`config.mk`:
```
export PLATFORM = sky130hd
export DESIGN_NAME = serial_unary_reduce
export DESIGN_NICKNAME = d
export VERILOG_FILES = /design/src/rtl/serial_unary_reduce.sv
export SDC_FILE = /design/constraint.sdc
export NUM_CORES = 1
export LEC_CHECK = 0
export ABC_AREA = 1
export CAP_MARGIN = 0
export CORE_AREA = 2 2 47 49
export DETAILED_ROUTE_END_ITERATION = 10
export DIE_AREA = 0 0 49 51
export PLACE_DENSITY = 0.76
export SYNTH_ARGS = -nofsm -noshare
export SYNTH_HDL_FRONTEND = slang
export SYNTH_SLANG_ARGS = --single-unit
```
`constraint.sdc`:
```
create_clock -name clk -period 2.47 [get_ports clk]
set_input_delay 0.494 -clock clk [delete_from_list [all_inputs] [get_ports clk]]
set_output_delay 0.494 -clock clk [all_outputs]
set_load 0.02 [all_outputs]
```
`src/rtl/serial_unary_reduce.sv`:
```
// Serial unary reducer: folds an N-bit operand arriving W bits per beat into AND/OR/XOR/NAND.
// Optional framing check (s_last / sticky err) enabled by UNARY_SERIAL_FRAMING_CHECK_EN.
module serial_unary_reduce #(
  parameter int unsigned N = 32,
  parameter int unsigned W = 8
) (
  input  logic         clk,
  input  logic         rst_n,
  input  logic [1:0]   op,
  input  logic         s_valid,
  output logic         s_ready,
  input  logic [W-1:0] s_data,
  output logic         m_valid,
  input  logic         m_ready,
  output logic         m_c
`ifdef UNARY_SERIAL_FRAMING_CHECK_EN
  ,
  input  logic         s_last,
  output logic         err
`endif
);

  localparam int unsigned Beats = N / W;
  localparam int unsigned CntW  = (Beats > 1) ? $clog2(Beats) : 1;
  localparam logic [CntW-1:0] LastCnt = CntW'(Beats - 1);

  localparam logic [1:0] OpAnd  = 2'b00;
  localparam logic [1:0] OpOr   = 2'b01;
  localparam logic [1:0] OpXor  = 2'b10;
  localparam logic [1:0] OpNand = 2'b11;

  typedef enum logic [1:0] {StIdle, StAccum, StDone} state_e;

  state_e          state_q;
  logic [CntW-1:0] cnt_q;
  logic            acc_q;
  logic [1:0]      op_q;
  logic            m_valid_q;
  logic            m_c_q;

  logic            beat_acc;
  logic [1:0]      eff_op;
  logic            beat_red;
  logic            acc_d;
  logic            is_last;
  logic            res_d;

  assign s_ready = (state_q != StDone) && rst_n;
  assign m_valid = m_valid_q;
  assign m_c     = m_c_q;

  always_comb begin
    beat_acc = s_valid && s_ready;
    // op is only taken from the port on the first beat; later beats use the latched copy
    eff_op   = (state_q == StIdle) ? op : op_q;
    case (eff_op)
      OpOr:    beat_red = |s_data;
      OpXor:   beat_red = ^s_data;
      default: beat_red = &s_data;
    endcase
    acc_d = beat_red;
    if (state_q != StIdle) begin
      case (op_q)
        OpOr:    acc_d = acc_q | beat_red;
        OpXor:   acc_d = acc_q ^ beat_red;
        default: acc_d = acc_q & beat_red;
      endcase
    end
    is_last = (cnt_q == LastCnt);
    res_d   = acc_d ^ (eff_op == OpNand);
  end

  always_ff @(posedge clk) begin
    if (!rst_n) begin
      state_q   <= StIdle;
      cnt_q     <= '0;
      acc_q     <= 1'b0;
      op_q      <= OpAnd;
      m_valid_q <= 1'b0;
      m_c_q     <= 1'b0;
    end else begin
      unique case (state_q)
        StIdle, StAccum: begin
          if (beat_acc) begin
            if (state_q == StIdle) begin
              op_q <= op;
            end
            acc_q <= acc_d;
            if (is_last) begin
              cnt_q     <= '0;
              state_q   <= StDone;
              m_valid_q <= 1'b1;
              m_c_q     <= res_d;
            end else begin
              cnt_q   <= cnt_q + CntW'(1);
              state_q <= StAccum;
            end
          end
        end
        StDone: begin
          if (m_ready) begin
            state_q   <= StIdle;
            m_valid_q <= 1'b0;
          end
        end
        default: state_q <= StIdle;
      endcase
    end
  end

`ifdef UNARY_SERIAL_FRAMING_CHECK_EN
  logic err_q;
  assign err = err_q;

  // Sticky: s_last must coincide exactly with the count-defined final beat
  always_ff @(posedge clk) begin
    if (!rst_n) begin
      err_q <= 1'b0;
    end else if (beat_acc && (s_last != is_last)) begin
      err_q <= 1'b1;
    end
  end
`endif

endmodule

```
== Yosys cells after proc, flatten, opt, wreduce, memory -nomap -nowiden ==
Index checks and enable logic that the tools add are counted.

* Add/sub/neg operators: 1
* $mul: 0
* Divide/modulo/power cells: 0
* Magnitude comparators: 0
* Equal/unequal tests: 12
* Shift operators: 0
* Muxes and demuxes: 13
* Bitwise logic cells: 4
* Reductions and logical operators: 13

{| class="wikitable"
|+ Operators by type and width
! cell !! number
|-
| 2-bit equality test, second input constant || 5
|-
| 2-bit two-way mux || 5
|-
| 2-bit != test, second input constant || 4
|-
| 8-bit AND reduction || 1
|-
| 8-bit OR reduction || 1
|-
| 8-bit parity || 1
|-
| 2-bit by 1-bit equality test with 1-bit output, second input constant || 3
|-
| 1-bit case mux with 2 select lines || 3
|-
| 1-bit two-way mux || 4
|-
| 2-bit case mux with 2 select lines || 1
|-
| 2-bit AND reduction || 2
|-
| 4-bit AND reduction || 1
|-
| 2-bit nonzero test || 2
|-
| 3-bit AND reduction || 1
|-
| 2-bit by 1-bit adder with 2-bit output, second input constant || 1
|-
| 1-bit logical AND || 2
|-
| 2-bit logical NOT || 1
|-
| 2-bit OR reduction || 1
|-
| 1-bit bitwise XOR || 2
|-
| 1-bit AND || 1
|-
| 1-bit bitwise OR || 1
|}

* Flip-flop bits (word level): 9
* Latch bits: 0
* Bits in writable memories: 0
* Memory bits (read-only): 0
* Input bits: 14
* Memories kept: 0

== Depth between registers and ports, before layout ==
* Depth in word-level cells: 8
* Gate-level depth with buffers: 18
* Mapped depth without buffers: 18

== Worst setup path after synthesis ==
OpenSTA, ideal clock, no wires.

* Path kind: in2reg
* Start: in s_data[0]
* End: reg m_c_q, in the netlist m_c
* Setup time: 0.109 ns
* Data arrival time: 2.163 ns
* Required time: 2.361 ns
* Setup slack: 0.198 ns
* Stages on the path: 18
* Cell sequence: inv_1 > ha_1 > inv_1 > nand2_1 > nand2_1 > nand2_1 > nand2_1 > nand2_2 > nand3_2 > ha_1 > nand2_1 > o21ai_0 > mux2i_1 > or2_2 > nand3_1 > nand3_1 > nand2_1 > inv_1

* Longest elaborated chain between the ends: 6
* Elaborated cells on any way between the ends: 10

{| class="wikitable"
|+ Ends and longest elaborated chain
! what !! line !! RTL
|-
| start, declared || 12 || <nowiki>input logic [W-1:0] s_data,</nowiki>
|-
| 8-bit AND reduction, or another cell as far along || 59 || <nowiki>default: beat_red = &s_data;</nowiki>
|-
| 1-bit case mux with 2 select lines (*) || 56 || <nowiki>case (eff_op)</nowiki>
|-
| 1-bit AND, or another cell as far along || 66 || <nowiki>default: acc_d = acc_q & beat_red;</nowiki>
|-
| 1-bit case mux with 2 select lines || 63 || <nowiki>case (op_q)</nowiki>
|-
| 1-bit two-way mux (*) || 62 || <nowiki>if (state_q != StIdle) begin</nowiki>
|-
| 1-bit bitwise XOR (*) || 70 || <nowiki>res_d = acc_d ^ (eff_op == OpNand);</nowiki>
|-
| end signal, assigned || 93 || <nowiki>m_c_q <= res_d;</nowiki>
|-
| end, declared || 39 || <nowiki>logic m_c_q;</nowiki>
|}

Every way passes the cells marked *; elsewhere a longest branch is shown, timed or not.
A chain may end at the register's enable or synchronous reset.

== Worst setup path in the final report ==
Same ends and word-level chain as after synthesis.

==> summary.txt <==
Run status
  – Outcome: completed

Clock tree
  – Max clock buf depth: 2
  – CTS Root Cell: clkbuf_4
  – Clk_lat worst skew: 0.26 ns
  – Num CTS Buffers: 3
  – H-tree depth: 1
  – CTS tree: yes
  – Clock Sinks: 9
  – Clock transition at path regs: 0.06 ns

Power and ir drop
  – Worst VDD drop: 0.269 mV
  – Total power: 454 uW
  – Leak: 0.634 nW
  – PD cells: 367 nW/um^2

Worst setup path
  – Arr. time, crit path: ~2.5 ns
  – Worst EP required: around 2.6 ns
  – CP Capture Type: flip-flop
  – Crit start category: input port
  – Crit path max fanout: 3
  – CP Class: input port to flip-flop

Synth
  – Netlist cell types: 20
  – Top cells by area in the synthesized netlist: dfxtp_1 21%, ha_1 19%, nand2_1 14%
  – Sequential area share after synthesis: 21.5%
  – Mean post-synth cell area: 6.66 um^2
  – Yosys top cell area share: 21.5%
  – #FFs+latches synth: 9
  – Synthesized area: 840 um^2
  – Syn. warnings: 0
  – Mapped Cells: 126
  – Area leader, netlist: dfxtp_1
  – Syn Nets: 153

Cells and area
  – Antenna diodes: 0
  – Fin nets: around 190
  – Final Instance Area: roughly 1200 um^2
  – Final Util: around three fifths
  – Fill cell count: 178
  – Commonest non-fill, non-tap cell in the layout: nand2_1
  – P&R area growth vs syn: 47.1%
  – Most frequent cells in the layout: 31 x nand2_1, 16 x inv_1, 14 x buf_4
  – Layout cells sized above 1: about a third

Placed design
  – DP Area: 1110 um^2
  – Port buffer count: 16
  – Placed wire-length estimate: 1.43 mm
  – GP Congestion: 0.819

Global routing
  – Largest net degree at the start of global routing: 11
  – GRT Overall Usage: 18.2%
  – Initial antenna violation count: 0
  – Total congestion overflow: 0
  – First-pass GRT wire length: 3.57 mm
  – Vias in the first global route: 869

Floorplan
  – Starting Density: 40.7%
  – Core Region: 2060 um^2
  – Io pins: 17
  – Row count: 17
  – Die Area: 2500 um^2
  – Overall die width: 49 um
  – Chip Height: 51 um

Timing
  – Clock skew: 0.00267 ns
  – Final worst-path cycle share: between 90 and 100%
  – Final setup TNS: 0 ns
  – Slew Limit Fails: 0
  – Setup violators final: 0
  – Fmax achieved: between 0.4 and 0.5 GHz
  – Final hold vios: 0
  – Slew @ Worst Pin: 0.266 ns
  – Minimum clock period: 2.34 ns
  – Slew margin rel.: between 80% and 90%

Run
  – Maxcap violations: 0

Detailed routing
  – WL met2: 1.02 mm
  – Per-cell routed wire length: about 11 um
  – Via count: 878
  – DRC marker count from the first detailed-route iteration: 15
  – Drt drc: 0
  – WL met3: ~63 um
  – Detailed-route wire length: between 1.5 and 2 mm
  – Drt pass-1 iters: 4
  – Top layer in use: met4
  – Final ANT Viol Nets: 0
  – DR vias/cell: 4.67
  – Wire length on met1: 896 um

Worst hold path
  – HP Class: flip-flop to flip-flop
synthesized netlist by cell type (all sizes together):
cell type	n
inv	27
mux2i	1
ha	13
dfxtp	9
o21ai	6
o211ai	1
nor2	15
nand2	37
clkinv	1
nand4	2
or2	1
nand3	7
a21oi	3
a31oi	1
a211oi	2
worst max-delay path: stages:
cell and delay [ns]:
dlygate4sd2_1 0.24, inv_2 0.06, ha_4 0.27, inv_1 0.05
nand2_1 0.06, nand2_1 0.05, nand2_1 0.06, nand2_1 0.08
nand2_2 0.10, nand3_4 0.08, ha_4 0.27, nand2_1 0.04
o21ai_0 0.07, mux2i_1 0.12, or2_4 0.25, nand3_2 0.07
nand3_1 0.07, nand2_1 0.06, inv_1 0.03
cell families (layout without fill, tap and decap cells):
kind of cell,count (synthesis),in the layout,share of synthesized area (%)
AOI/OAI and AO/OA,13,13,9.99
adders and majority gates,13,13,19.4
buffers and inverters,28,62,12.7
DFF,9,9,21.5
muxes,1,1,1.19
and+or+nand+nor,62,62,35.3
state kept, by name, indices dropped and copies added (netlist names):
name	cells
m_c	1
cnt_q	2
state_q	2
acc_q	1
m_valid	1
op_q	2
layout make-up:
cell class / instances / area [um^2] / share of cell area [%]
clock buffers: 4 / 26.3 / 2.13
inverters: 28 / 106 / 8.61
multi-input cells: 89 / 631 / 51.1
flip-flops and latches: 9 / 180 / 14.6
well taps: 28 / 35.0 / 2.84
repair buffers: 30 / 256 / 20.8
path summary, 6_finish.rpt:
check | endpoint | slack, ns | depth (start not counted) | startpoint
setup / recovery | m_c | 0.13 | 19 | s_data[0]
hold reg to reg | cnt_q[0] | 0.50 | 1 | cnt_q[0]
hold / removal | cnt_q[0] | 0.50 | 1 | cnt_q[0]
setup reg to reg | m_c | 0.31 | 16 | state_q[1]
per-stage QoR:
stage               std cells  hold WS [ns]  setup WS (ns)
finish                    188         0.497          0.126
global route              188         0.509        -0.0108
CTS                       188         0.488          0.122
detailed placement        180         0.480         -0.528
global placement          180         0.468         -0.417
floorplan                 126         0.458          0.198
per-layer routing:
layer | global-route usage, % | up-vias
met5 | 0 | -
met4 | 6.67 | 0
met3 | 3.22 | 2
met2 | 32.6 | 15
met1 | 21.8 | 400
li1 | - | 461
report_power, final:
group	leakage, nW	switching [mW]	total, mW	internal (mW)
sequential	0.0737	0.00732	0.160	0.152
clock	0.0150	0.0521	0.114	0.0623
combinational	0.545	0.0918	0.179	0.0876
total	0.634	0.151	0.454	0.302
what timing repair did:
item	CTS	global route
hold buffers	0	0
endpoints found under the setup margin	2	2
pin swaps	2	0
endpoints found under the hold margin	0	0
gates resized for setup	22	3
buffers inserted	4	0
Note: power is estimated with default switching activity, not from simulation.
